===== src/rtl/fifo_pkg.sv =====
// fifo_pkg: shared defaults, address-width helper and status struct for sync_fifo_ctrl
package fifo_pkg;
  localparam int DEFAULT_DEPTH = 8;
  localparam int DEFAULT_WIDTH = 8;
  typedef struct packed {
    logic full;
    logic empty;
    logic overflow;
    logic underflow;
  } fifo_status_t;
  function automatic int addr_w(input int depth);
    return $clog2(depth);
  endfunction
endpackage


===== src/rtl/sync_fifo_ctrl_if.sv =====
// sync_fifo_ctrl_if: write/read handshake, data and status bundle for sync_fifo_ctrl
// master drives wr_en/wr_data/rd_en; slave (the FIFO) drives rd_data/rd_valid/full/empty/count/overflow/underflow
// almost_full/almost_empty exist only when FIFO_ALMOST_EN is defined
interface sync_fifo_ctrl_if import fifo_pkg::*; #(
  parameter int DEPTH = DEFAULT_DEPTH,
  parameter int WIDTH = DEFAULT_WIDTH
);
  logic wr_en;
  logic [WIDTH-1:0] wr_data;
  logic rd_en;
  logic [WIDTH-1:0] rd_data;
  logic rd_valid;
  logic full;
  logic empty;
  logic [addr_w(DEPTH):0] count;
  logic overflow;
  logic underflow;
`ifdef FIFO_ALMOST_EN
  logic almost_full;
  logic almost_empty;
  modport master (
    output wr_en, wr_data, rd_en,
    input rd_data, rd_valid, full, empty, count, overflow, underflow, almost_full, almost_empty
  );
  modport slave (
    input wr_en, wr_data, rd_en,
    output rd_data, rd_valid, full, empty, count, overflow, underflow, almost_full, almost_empty
  );
`else
  modport master (
    output wr_en, wr_data, rd_en,
    input rd_data, rd_valid, full, empty, count, overflow, underflow
  );
  modport slave (
    input wr_en, wr_data, rd_en,
    output rd_data, rd_valid, full, empty, count, overflow, underflow
  );
`endif
endinterface


===== src/rtl/fifo_mem.sv =====
// fifo_mem: storage array, one write port, one read port with registered output, no reset
// ports: clk, we/waddr/wdata (write), re/raddr (read request), rdata (registered read data)
module fifo_mem #(
  parameter int DEPTH = 8,
  parameter int WIDTH = 8,
  parameter int AW = 3
) (
  input  logic clk,
  input  logic we,
  input  logic [AW-1:0] waddr,
  input  logic [WIDTH-1:0] wdata,
  input  logic re,
  input  logic [AW-1:0] raddr,
  output logic [WIDTH-1:0] rdata
);
  logic [WIDTH-1:0] mem [DEPTH];
  always_ff @(posedge clk) begin
    if (we) mem[waddr] <= wdata;
    if (re) rdata <= mem[raddr];
  end
endmodule


===== src/rtl/sync_fifo_ctrl.sv =====
// sync_fifo_ctrl: synchronous FIFO controller with pointer-derived flags and sticky error flags
// ports: clk, rst_n (async active-low), io (sync_fifo_ctrl_if.slave: write/read handshake, data, status)
// FIFO_ALMOST_EN adds registered almost_full (count>=AF_THRESH) and almost_empty (count<=AE_THRESH)
module sync_fifo_ctrl import fifo_pkg::*; #(
  parameter int DEPTH = DEFAULT_DEPTH,
  parameter int WIDTH = DEFAULT_WIDTH,
  parameter int AF_THRESH = DEPTH - 2,
  parameter int AE_THRESH = 2
) (
  input logic clk,
  input logic rst_n,
  sync_fifo_ctrl_if.slave io
);
  localparam int AW = addr_w(DEPTH);
  logic [AW:0] wptr, rptr, count, count_nxt;
  logic wr_ok, rd_ok, rd_vld, ovf, unf, rd_seen;
  logic [WIDTH-1:0] mem_rdata;
  fifo_status_t st;
  assign st = '{
    full: (wptr[AW-1:0] == rptr[AW-1:0]) && (wptr[AW] != rptr[AW]),
    empty: wptr == rptr,
    overflow: ovf,
    underflow: unf
  };
  assign wr_ok = io.wr_en && !st.full;
  assign rd_ok = io.rd_en && !st.empty;
  assign count_nxt = count + (AW+1)'(wr_ok) - (AW+1)'(rd_ok);
  always_ff @(posedge clk or negedge rst_n)
    if (!rst_n) begin
      wptr <= '0;
      rptr <= '0;
      count <= '0;
      rd_vld <= 1'b0;
      ovf <= 1'b0;
      unf <= 1'b0;
      rd_seen <= 1'b0;
    end else begin
      wptr <= wptr + (AW+1)'(wr_ok);
      rptr <= rptr + (AW+1)'(rd_ok);
      count <= count_nxt;
      rd_vld <= rd_ok;
      ovf <= ovf || (io.wr_en && st.full);
      unf <= unf || (io.rd_en && st.empty);
      rd_seen <= rd_seen || rd_ok;
    end
  fifo_mem #(.DEPTH(DEPTH), .WIDTH(WIDTH), .AW(AW)) u_mem (
    .clk(clk),
    .we(wr_ok),
    .waddr(wptr[AW-1:0]),
    .wdata(io.wr_data),
    .re(rd_ok),
    .raddr(rptr[AW-1:0]),
    .rdata(mem_rdata)
  );
  // The memory output register has no reset; masking it until the first read
  // since reset gives a cleared rd_data without adding a cycle of latency.
  assign io.rd_data = rd_seen ? mem_rdata : '0;
  assign io.rd_valid = rd_vld;
  assign io.full = st.full;
  assign io.empty = st.empty;
  assign io.count = count;
  assign io.overflow = st.overflow;
  assign io.underflow = st.underflow;
`ifdef FIFO_ALMOST_EN
  logic af, ae;
  // Registered from count_nxt so the flags line up with the registered count.
  always_ff @(posedge clk or negedge rst_n)
    if (!rst_n) begin
      af <= 1'b0;
      ae <= 1'b1;
    end else begin
      af <= count_nxt >= (AW+1)'(AF_THRESH);
      ae <= count_nxt <= (AW+1)'(AE_THRESH);
    end
  assign io.almost_full = af;
  assign io.almost_empty = ae;
`endif
endmodule


===== src/flat_wrapper.sv =====
// flat-port wrapper written by rule: the top's interface ports become plain ports
module sync_fifo_ctrl_flat import fifo_pkg::*;
#(
  parameter int DEPTH = DEFAULT_DEPTH,
  parameter int WIDTH = DEFAULT_WIDTH,
  parameter int AF_THRESH = DEPTH - 2,
  parameter int AE_THRESH = 2
)
  (clk, rst_n, io_wr_en, io_wr_data, io_rd_en, io_rd_data, io_rd_valid, io_full, io_empty, io_count, io_overflow, io_underflow);
  sync_fifo_ctrl_if #(.DEPTH(DEPTH), .WIDTH(WIDTH)) io_i ();
  input logic clk;
  input logic rst_n;
  input wire logic [$bits(io_i.wr_en)-1:0] io_wr_en;
  input wire logic [$bits(io_i.wr_data)-1:0] io_wr_data;
  input wire logic [$bits(io_i.rd_en)-1:0] io_rd_en;
  output wire logic [$bits(io_i.rd_data)-1:0] io_rd_data;
  output wire logic [$bits(io_i.rd_valid)-1:0] io_rd_valid;
  output wire logic [$bits(io_i.full)-1:0] io_full;
  output wire logic [$bits(io_i.empty)-1:0] io_empty;
  output wire logic [$bits(io_i.count)-1:0] io_count;
  output wire logic [$bits(io_i.overflow)-1:0] io_overflow;
  output wire logic [$bits(io_i.underflow)-1:0] io_underflow;
  assign io_i.wr_en = io_wr_en;
  assign io_i.wr_data = io_wr_data;
  assign io_i.rd_en = io_rd_en;
  assign io_rd_data = io_i.rd_data;
  assign io_rd_valid = io_i.rd_valid;
  assign io_full = io_i.full;
  assign io_empty = io_i.empty;
  assign io_count = io_i.count;
  assign io_overflow = io_i.overflow;
  assign io_underflow = io_i.underflow;
  sync_fifo_ctrl #(.DEPTH(DEPTH), .WIDTH(WIDTH), .AF_THRESH(AF_THRESH), .AE_THRESH(AE_THRESH)) u_core (.clk(clk), .rst_n(rst_n), .io(io_i));
endmodule

===== config.mk =====
export PLATFORM = sky130hd
export DESIGN_NAME = sync_fifo_ctrl_flat
export DESIGN_NICKNAME = d
export VERILOG_FILES = /design/src/rtl/fifo_pkg.sv /design/src/rtl/sync_fifo_ctrl_if.sv /design/src/rtl/fifo_mem.sv /design/src/rtl/sync_fifo_ctrl.sv /design/src/flat_wrapper.sv
export SDC_FILE = /design/constraint.sdc
export NUM_CORES = 1
export LEC_CHECK = 0
export ABC_AREA = 1
export CAP_MARGIN = 10
export CORE_MARGIN = 4
export CORE_UTILIZATION = 40
export CTS_CLUSTER_SIZE = 20
export DETAILED_ROUTE_END_ITERATION = 6
export HOLD_SLACK_MARGIN = 0.03
export PLACE_DENSITY = 0.71
export SLEW_MARGIN = 15
export SYNTH_ARGS = -nofsm -noshare
export SYNTH_HDL_FRONTEND = slang
export SYNTH_HIERARCHICAL = 1
export SYNTH_SLANG_ARGS = --single-unit

===== constraint.sdc =====
create_clock -name clk -period 1.95 [get_ports clk]
set_input_delay 0.4875 -clock clk [delete_from_list [all_inputs] [get_ports clk]]
set_output_delay 0.4875 -clock clk [all_outputs]
set_load 0.01 [all_outputs]

==> flow_metrics.env, run 1 <==
export IMPL_status="complete, but fails checks"
export IMPL_violations="setup timing"
export IMPL_multi_input_area_mm2=0.001007
export IMPL_crit_path_cell_trace="nand2_1 > nand2_2 > nor2_4 > nand2_2 > nand2_2 > clkinvlp_4 > ha_4 > inv_2 > ha_4 > inv_2 > fa_1 > xnor2_1"
export IMPL_hold_class="in -> async"
export IMPL_p_leak_nw=2.335
export IMPL_gp_congestion=0.7927
export IMPL_overflow=0
export IMPL_finalCritPeriodShare_pct=104.8
export IMPL_seq_area_mm2=0.002564
export IMPL_core_mm2=0.009774
export IMPL_postCtsHoldBufs=0
export IMPL_synthMuxAreaShare_pct=0
export IMPL_grtUsageTotal_pct=14.60
export IMPL_critical_path_class="reg -> reg"
export IMPL_io_pins=29
export IMPL_start_kind="flop"
export IMPL_finalCriticalPeriod_ps=2044
export IMPL_synth_top_family_by_area="simple AND/OR/NAND/NOR gates"
export IMPL_timing_fmax_ghz=0.4892
export IMPL_cp_slowest_cell="dfrtp_1"
export IMPL_r2r_end="u_core/io.count[2]$_DFF_PN0_"
export IMPL_via_count=2699
export IMPL_yosysWarnings=6
export IMPL_cts_sinks=88
export IMPL_cp_num_buf_inv=3
export IMPL_netlist_top_cell_by_area="edfxtp_1"
export IMPL_critical_path_max_stage_delay_ps=410
export IMPL_hold_viol=0
export IMPL_drv_slew=0
export IMPL_cts_root_buf="clkbuf_8"
export IMPL_r2r_start="u_core/rptr[0]$_DFF_PN0_"
export IMPL_cts_tree="yes"
export IMPL_arrival_ps=2300
export IMPL_yosys_area_share_xor_xnor_pct=1.529
export IMPL_critPathMaxFanout=3
export IMPL_drt_iter0_markers=105
export IMPL_synth_compound_area_share_pct=0.1248
export IMPL_vias_per_cell=4.476
export IMPL_grt_pass1_wl_mm=12.86
export IMPL_timing_hold_ws_ps=434.2
export IMPL_final_common_cell="nand2_1"
export IMPL_drv_cap=0
export IMPL_drt_first_pass_iters=4
export IMPL_initial_core_util_pct=41.01
export IMPL_layout_common_cells="nand2_1 (128), inv_1 (92), edfxtp_1 (72), nand3_1 (36), buf_4 (34)"
export IMPL_worst_slew_pin_slew_ps=378.9
export IMPL_wl_mm=7.850
export IMPL_stdcell_count=603
export IMPL_synthDominantCellAreaShare_pct=53.93
export IMPL_antenna_found_initial=0
export IMPL_ys_types=23
export IMPL_syn_inst=402
export IMPL_finalInstanceArea_mm2=0.004841
export IMPL_fill_cells=897
export IMPL_dpl_instance_area_mm2=0.004616
export IMPL_die_w_um=108.1
export IMPL_cts_clk_slew_worst_paths_ps=90
export IMPL_num_rows=36
export IMPL_ys_ff_latch=88
export IMPL_synthAdderAreaFrac_pct=2.996
export IMPL_clock_latency_ps=360
export IMPL_power_w=0.006954
export IMPL_dp_hpwl_mm=5.058
export IMPL_h_tree_depth=3
export IMPL_dp_cells=582
export IMPL_cts_buffers=9
export IMPL_reg2reg_depth=12
export IMPL_die_area_mm2=0.01169
export IMPL_drive_gt1_share_pct=16.81
export IMPL_synthTopCellsByArea="edfxtp_1 (54%), nand2_1 (12%), dfrtp_1 (10%), inv_1 (9.0%), nand3_1 (4.5%)"
export IMPL_slew_headroom_pct=74.74
export IMPL_synth_nets=423
export IMPL_cp_top_family="adder cells"
export IMPL_synth_simple_area_share_pct=19.41
export IMPL_rrSetupSlack_ps=-90
export IMPL_cts_buffer_depth=2
export IMPL_ys_seq_area_share_pct=63.92
export IMPL_antenna_cells=0
export IMPL_io_buffers=28
export IMPL_rsz0062_at_grt="true"
export IMPL_fin_ws_ps=-94.14
export IMPL_synth_cell_area_mm2=0.004009
export IMPL_route_detailed_drc=0
export IMPL_die_height_um=108.1
export IMPL_grt_max_degree=35
export IMPL_skew_ps=15.50
export IMPL_fin_util_pct=49.53
export IMPL_syn_area_per_cell_um2=9.972
export IMPL_required_ps=2210
export IMPL_setup_viol=2
export IMPL_nets=486
export IMPL_area_growth_syn_to_layout_pct=20.76
export IMPL_grt_pass1_vias=2704
export IMPL_ir_worst_vdd_uv=625.3
export IMPL_drt_wirelength_per_cell_um=13.02
export IMPL_power_density_mw_per_mm2=1436
export IMPL_crit_top_cell="nand2_2"
export IMPL_antenna_left=0
export IMPL_endpoint_kind="flop"
final cells by class:
class	instances	area share, %
Inverter	100	7.883
Clock buffer	12	3.438
Tap cell	133	3.438
Timing Repair Buffer	64	10.98
Sequential cell	88	52.96
Clock inverter	4	0.4911
Multi-Input combinational cell	202	20.81
Yosys cell counts, drive strengths merged:
master	count
dfrtp	16
nor2	10
and2	1
ha	8
fa	1
buf	11
clkbuf	1
xor2	6
nand3	37
nand2	136
nand4	1
xnor2	1
inv	100
edfxtp	72
a21oi	1
cell families (layout without fill, tap and decap cells):
| group | count (synthesis) | count (layout) |
|---|---|---|
| AND/OR/NAND/NOR | 185 | 185 |
| buffers and inverters | 112 | 180 |
| flip-flops | 88 | 88 |
| adder cells (fa/ha/maj) | 9 | 9 |
| XOR/XNOR | 7 | 7 |
| AO/OA/AOI/OAI | 1 | 1 |
registers in the layout, indices dropped and copies added (netlist names):
| signal | flops |
|---|---|
| u_core/io.count | 4 |
| u_core/io.overflow | 1 |
| u_core/io.rd_valid | 1 |
| u_core/io.underflow | 1 |
| u_core/rd_seen | 1 |
| u_core/rptr | 4 |
| u_core/u_mem/mem | 64 |
| u_core/u_mem/rdata | 8 |
| u_core/wptr | 4 |
how the worst max path moves through the flow:
stage | start | end | cells past startpoint
final | u_core/rptr[0]$_DFF_PN0_ | u_core/io.count[2]$_DFF_PN0_ | 12
after global routing | u_core/rptr[0]$_DFF_PN0_ | u_core/io.count[2]$_DFF_PN0_ | 13
after CTS | u_core/wptr[1]$_DFF_PN0_ | u_core/io.count[2]$_DFF_PN0_ | 13
after detailed placement | io_rd_en | u_core/io.count[2]$_DFF_PN0_ | 9
after global placement | io_rd_en | u_core/io.count[1]$_DFF_PN0_ | 9
after floorplan | u_core/wptr[1]$_DFF_PN0_ | u_core/io.count[2]$_DFF_PN0_ | 13
metrics by stage:
step	TNS [ps]	setup WS [ps]
CTS	-133.7	-72.33
floorplan	-333.3	-167.2
global route	-462.8	-158.6
global placement	-3505	-211.3
detailed placement	-4979	-254.4
finish	-181.9	-94.14
power by group:
| part | total, W | switching [W] | internal (W) |
|---|---|---|---|
| combinational | 0.00302 | 0.00179 | 0.00123 |
| clock | 0.00121 | 0.000637 | 0.000575 |
| sequential | 0.00272 | 0.000172 | 0.00255 |
| total | 0.00695 | 0.00260 | 0.00435 |
worst register-to-register path, delay by kind of cell, from the launching register on:
family	cells	cell delay (ps)
fa+ha+maj	3	720
xor+xnor	1	130
buf+inv	3	200
simple gates	5	480
flops	1	410
layer usage:
| metal | routed length [um] | up-vias | GRT usage (%) |
|---|---|---|---|
| li1 | - | 1355 | - |
| met1 | 3280 | 1275 | 16.77 |
| met2 | 4037 | 58 | 25.75 |
| met3 | 395 | 11 | 3.343 |
| met4 | 137 | 0 | 6.853 |
| met5 | 0 | - | 0 |
what timing repair did:
| item | 4_1_cts | 5_1_grt |
|---|---|---|
| pin swaps | 1 | 1 |
| gates cloned | 0 | 0 |
| setup buffers | 5 | 1 |
| setup endpoints to repair | 12 | 12 |
| gates resized for setup | 19 | 6 |
Power figures use the tool's default switching activity.
==> inputs of run 2 (changes only) <==
CORE_MARGIN = 2   (was 4)
MAX_ROUTING_LAYER = met4   (was unset)
==> flow_metrics.env, run 2 (synthesized netlist as in run 1, its figures left out) <==
export IMPL_grt_max_degree=35
export IMPL_drive_gt1_share_pct=15.88
export IMPL_cts_root_buf="clkbuf_8"
export IMPL_num_rows=36
export IMPL_start_kind="flop"
export IMPL_cts_clk_slew_worst_paths_ps=80
export IMPL_finalInstanceArea_mm2=0.004803
export IMPL_postCtsHoldBufs=0
export IMPL_core_mm2=0.009729
export IMPL_antenna_left=0
export IMPL_nets=483
export IMPL_drv_cap=0
export IMPL_slew_headroom_pct=74.73
export IMPL_cts_buffer_depth=2
export IMPL_grt_pass1_wl_mm=12.74
export IMPL_area_growth_syn_to_layout_pct=19.82
export IMPL_ir_worst_vdd_uv=651.0
export IMPL_overflow=0
export IMPL_setup_viol=3
export IMPL_grt_pass1_vias=2662
export IMPL_finalCritPeriodShare_pct=104.9
export IMPL_endpoint_kind="primary output"
export IMPL_via_count=2659
export IMPL_status="complete, but fails checks"
export IMPL_final_common_cell="nand2_1"
export IMPL_die_height_um=104.1
export IMPL_hold_viol=0
export IMPL_cts_tree="yes"
export IMPL_dp_slack_ps=-241.5
export IMPL_drt_first_pass_iters=4
export IMPL_dpl_instance_area_mm2=0.004593
export IMPL_clock_latency_ps=370
export IMPL_critical_path_max_stage_delay_ps=390
export IMPL_antenna_cells=0
export IMPL_hold_class="in -> async"
export IMPL_timing_fmax_ghz=0.4888
export IMPL_critical_path_class="reg -> out"
export IMPL_crit_path_cell_trace="inv_1 > nand2_1 > nand2_2 > nor2_4 > nand2_2 > buf_4 > buf_6 > inv_1 > buf_2"
export IMPL_cp_top_family="buffers and inverters"
export IMPL_finalCriticalPeriod_ps=2046
export IMPL_initial_core_util_pct=41.20
export IMPL_cp_num_buf_inv=5
export IMPL_drv_slew=0
export IMPL_drt_wirelength_per_cell_um=12.70
export IMPL_cp_slowest_cell="dfrtp_1"
export IMPL_violations="setup timing"
export IMPL_vias_per_cell=4.439
export IMPL_die_w_um=104.1
export IMPL_top_register="u_core/u_mem/mem"
export IMPL_worst_slew_pin_slew_ps=379.0
export IMPL_p_leak_nw=2.307
export IMPL_antenna_found_initial=0
export IMPL_dp_hpwl_mm=4.992
export IMPL_layout_common_cells="nand2_1 (128), inv_1 (92), edfxtp_1 (72), nand3_1 (36), buf_4 (31)"
export IMPL_top_regs="u_core/u_mem/mem (64), u_core/u_mem/rdata (8)"
export IMPL_io_buffers=28
export IMPL_required_ps=1460
export IMPL_wl_mm=7.609
export IMPL_io_pins=29
export IMPL_route_detailed_drc=0
export IMPL_cts_buffers=9
export IMPL_h_tree_depth=3
export IMPL_power_w=0.006868
export IMPL_critPathMaxFanout=3
export IMPL_gp_congestion=0.7554
export IMPL_rsz0062_at_grt="true"
export IMPL_grtUsageTotal_pct=15.84
export IMPL_largest_reg_flops=64
export IMPL_skew_ps=7.610
export IMPL_fin_ws_ps=-95.90
export IMPL_drt_iter0_markers=153
export IMPL_arrival_ps=1560
export IMPL_die_area_mm2=0.01084
export IMPL_cts_sinks=88
export IMPL_power_density_mw_per_mm2=1430
## run 2: cell count changes in the layout (fill, tap and decap cells not counted), sizes merged
cell and delta:
buf -3, clkbuf -3, clkinvlp +2
## run 2: timing repair
item	4_1_cts	5_1_grt
endpoints found under the setup margin	12	20
buffers inserted	4	1
gates resized for setup	19	5
pin swaps	3	2
## run 2: stage by stage
| stage | util, % | hold slack, ps | TNS, ps | instances |
|---|---|---|---|---|
| after global placement | 47.21 | 450.8 | -3983 | 579 |
| after CTS | 49.10 | 427.7 | -113.6 | 598 |
| final | 49.37 | 439.7 | -192.3 | 599 |
| after detailed placement | 47.21 | 469.4 | -5132 | 579 |
| after global routing | 49.37 | 457.3 | -639.1 | 599 |
| after floorplan | - | 191.9 | -333.3 | 402 |
## run 2: cell type report
class | instances | area, um2
timing repair buffer | 61 | 509.2
fill | 916 | 4926
clock inverter | 6 | 46.29
clock buffer | 9 | 123.9
multi-input combinational | 202 | 1012
inverter | 100 | 381.6
sequential | 88 | 2564
tap | 133 | 166.4
## run 2: power breakdown
group / internal, W / total (W) / switching [W] / leakage, nW
combinational: 0.00123 / 0.00304 / 0.00180 / 1.39
clock: 0.000461 / 0.00111 / 0.000648 / 0.0817
sequential: 0.00255 / 0.00272 / 0.000172 / 0.837
total: 0.00424 / 0.00687 / 0.00262 / 2.31
## run 2: routing by layer
layer	track usage, %	part of all wire [%]	wire length (um)
met1	18.72	44	3327
met2	26.08	49	3750
met3	2.569	4.7	354
met4	8.494	2.3	176
met5	-	0	0
## run 2: worst paths after layout
| kind | start | endpoint | slack [ps] | depth (start not counted) |
|---|---|---|---|---|
| max | u_core/rptr[0]$_DFF_PN0_ | io_empty | -100 | 9 |
| max in group asynchronous | rst_n | u_core/rd_seen$_DFF_PN0_ | 1310 | 2 |
| max reg2reg | u_core/rptr[0]$_DFF_PN0_ | u_core/io.count[2]$_DFF_PN0_ | -50 | 13 |
| min in group clk | u_core/io.overflow$_DFF_PN0_ | u_core/io.overflow$_DFF_PN0_ | 480 | 2 |
| min reg2reg | u_core/io.overflow$_DFF_PN0_ | u_core/io.overflow$_DFF_PN0_ | 480 | 2 |
| min | rst_n | u_core/io.count[0]$_DFF_PN0_ | 440 | 2 |
==> inputs of run 3 (changes only) <==
PLACE_DENSITY = 0.69   (was 0.71)
SKIP_LAST_GASP = 1   (was unset)
clock period = 2.1 ns   (was 1.95 ns; I/O delays follow)
==> flow_metrics.env, run 3 (synthesized netlist as in run 1, its figures left out) <==
export IMPL_status="completed"
export IMPL_finalCriticalPeriod_ps=2060
export IMPL_dp_slack_ps=-156.8
export IMPL_start_kind="flop"
export IMPL_route_detailed_drc=0
export IMPL_drv_cap=0
export IMPL_drive_gt1_share_pct=13.45
export IMPL_skew_ps=17.09
export IMPL_setup_viol=0
export IMPL_ir_worst_vdd_uv=505.0
export IMPL_layout_common_cells="nand2_1 (128), inv_1 (93), edfxtp_1 (72), nand3_1 (36), buf_4 (27)"
export IMPL_nets=477
export IMPL_drt_iter0_markers=189
export IMPL_critPathMaxFanout=4
export IMPL_timing_fmax_ghz=0.4854
export IMPL_crit_path_cell_trace="inv_1 > nand2_1 > nand2_2 > nor2_4 > nand2_2 > nand2_4 > clkinvlp_4 > ha_4 > inv_2 > ha_4 > inv_2 > fa_2 > inv_1"
export IMPL_num_rows=36
export IMPL_core_mm2=0.009729
export IMPL_cts_root_buf="clkbuf_8"
export IMPL_finalCritPeriodShare_pct=98.10
export IMPL_io_pins=29
export IMPL_arrival_ps=2330
export IMPL_critical_path_max_stage_delay_ps=500
export IMPL_worst_slew_pin_slew_ps=394.1
export IMPL_final_common_cell="nand2_1"
export IMPL_gp_congestion=0.7491
export IMPL_slew_headroom_pct=73.73
export IMPL_wl_mm=7.680
export IMPL_overflow=0
export IMPL_cts_buffers=9
export IMPL_cts_clk_slew_worst_paths_ps=90
export IMPL_cts_tree="yes"
export IMPL_fin_ws_ps=39.95
export IMPL_required_ps=2370
export IMPL_die_area_mm2=0.01084
export IMPL_hold_class="in -> async"
export IMPL_die_w_um=104.1
export IMPL_grt_pass1_vias=2447
export IMPL_rsz0062_at_grt="true"
export IMPL_vias_per_cell=4.418
export IMPL_antenna_cells=0
export IMPL_cts_sinks=88
export IMPL_fill_cells=907
export IMPL_drt_first_pass_iters=4
export IMPL_top_register="u_core/u_mem/mem"
export IMPL_antenna_found_initial=0
export IMPL_clock_latency_ps=360
export IMPL_multi_input_area_mm2=0.001005
export IMPL_p_leak_nw=2.288
export IMPL_critical_path_class="reg -> reg"
export IMPL_endpoint_kind="flop"
export IMPL_grt_max_degree=35
export IMPL_antenna_left=0
export IMPL_die_height_um=104.1
export IMPL_postCtsHoldBufs=0
export IMPL_initial_core_util_pct=41.20
export IMPL_timing_hold_ws_ps=468.6
export IMPL_cp_slowest_cell="fa_2"
export IMPL_hold_viol=0
export IMPL_via_count=2624
export IMPL_io_buffers=28
export IMPL_cts_buffer_depth=2
export IMPL_seq_area_mm2=0.002564
export IMPL_h_tree_depth=3
export IMPL_largest_reg_flops=64
export IMPL_grt_pass1_wl_mm=12.28
export IMPL_power_density_mw_per_mm2=1344
export IMPL_drt_wirelength_per_cell_um=12.93
export IMPL_dp_hpwl_mm=5.092
export IMPL_area_growth_syn_to_layout_pct=19.48
export IMPL_grtUsageTotal_pct=15.23
export IMPL_drv_slew=0
export IMPL_fin_util_pct=49.23
export IMPL_top_regs="u_core/u_mem/mem (64), u_core/u_mem/rdata (8)"
[run 3: metal layers]
metal  GRT usage (%)  share of wire [%]  vias to the layer above
li1                -                  -                     1330
met1           19.46                 44                     1219
met2           24.15                 49                       65
met3           2.694                5.4                       10
met4           6.274                1.4                        0
met5               -                  0                        -
[run 3: what timing repair did]
| action | in CTS | in global routing |
|---|---|---|
| buffers inserted | 1 | 6 |
| resized for setup | 1 | 5 |
| setup endpoints to repair | 2 | 11 |
| pin swaps | 0 | 6 |
[run 3: where the power goes]
group	total, W	switching (W)	internal [W]	leakage, nW
Sequential	0.00253	0.000167	0.00237	0.837
Combinational	0.00278	0.00165	0.00113	1.36
Clock	0.00112	0.000576	0.000549	0.0872
[run 3: critical path: cells and delay by family, from the launching register on]
family | cells | cell delay [ps]
AND/OR/NAND/NOR | 5 | 460
buffers and inverters | 5 | 280
adder cells (fa/ha/maj) | 3 | 840
flip-flops | 1 | 380
[run 3: cell type report]
class                   instances  area share (%)
clock buffers                  11           2.743
inverters                     100           7.968
well taps                     133           3.474
repair buffers                 55           10.11
clock inverters                 5           1.202
multi-input cells             202           20.98
flip-flops and latches         88           53.53
[run 3: worst paths after layout]
kind / startpoint / to / slack [ps] / cells after the start
min: rst_n / u_core/io.count[3]$_DFF_PN0_ / 470 / 2
max: u_core/rptr[1]$_DFF_PN0_ / u_core/io.count[1]$_DFF_PN0_ / 40 / 13
max in group asynchronous: rst_n / u_core/rptr[1]$_DFF_PN0_ / 1420 / 2
min in group clk: u_core/io.overflow$_DFF_PN0_ / u_core/io.overflow$_DFF_PN0_ / 470 / 2
max reg2reg: u_core/rptr[1]$_DFF_PN0_ / u_core/io.count[1]$_DFF_PN0_ / 40 / 13
min reg2reg: u_core/io.overflow$_DFF_PN0_ / u_core/io.overflow$_DFF_PN0_ / 470 / 2
[run 3: metrics by stage]
stage	TNS, ps	cell area [um2]	cells	power (W)
global placement	-193.7	4533	571	0.005143
global route	-27.85	4790	594	0.006916
finish	0	4790	594	0.006436
floorplan	-33.33	4040	402	0.004384
CTS	-179.6	4728	588	0.006367
detailed placement	-316.2	4533	571	0.005238
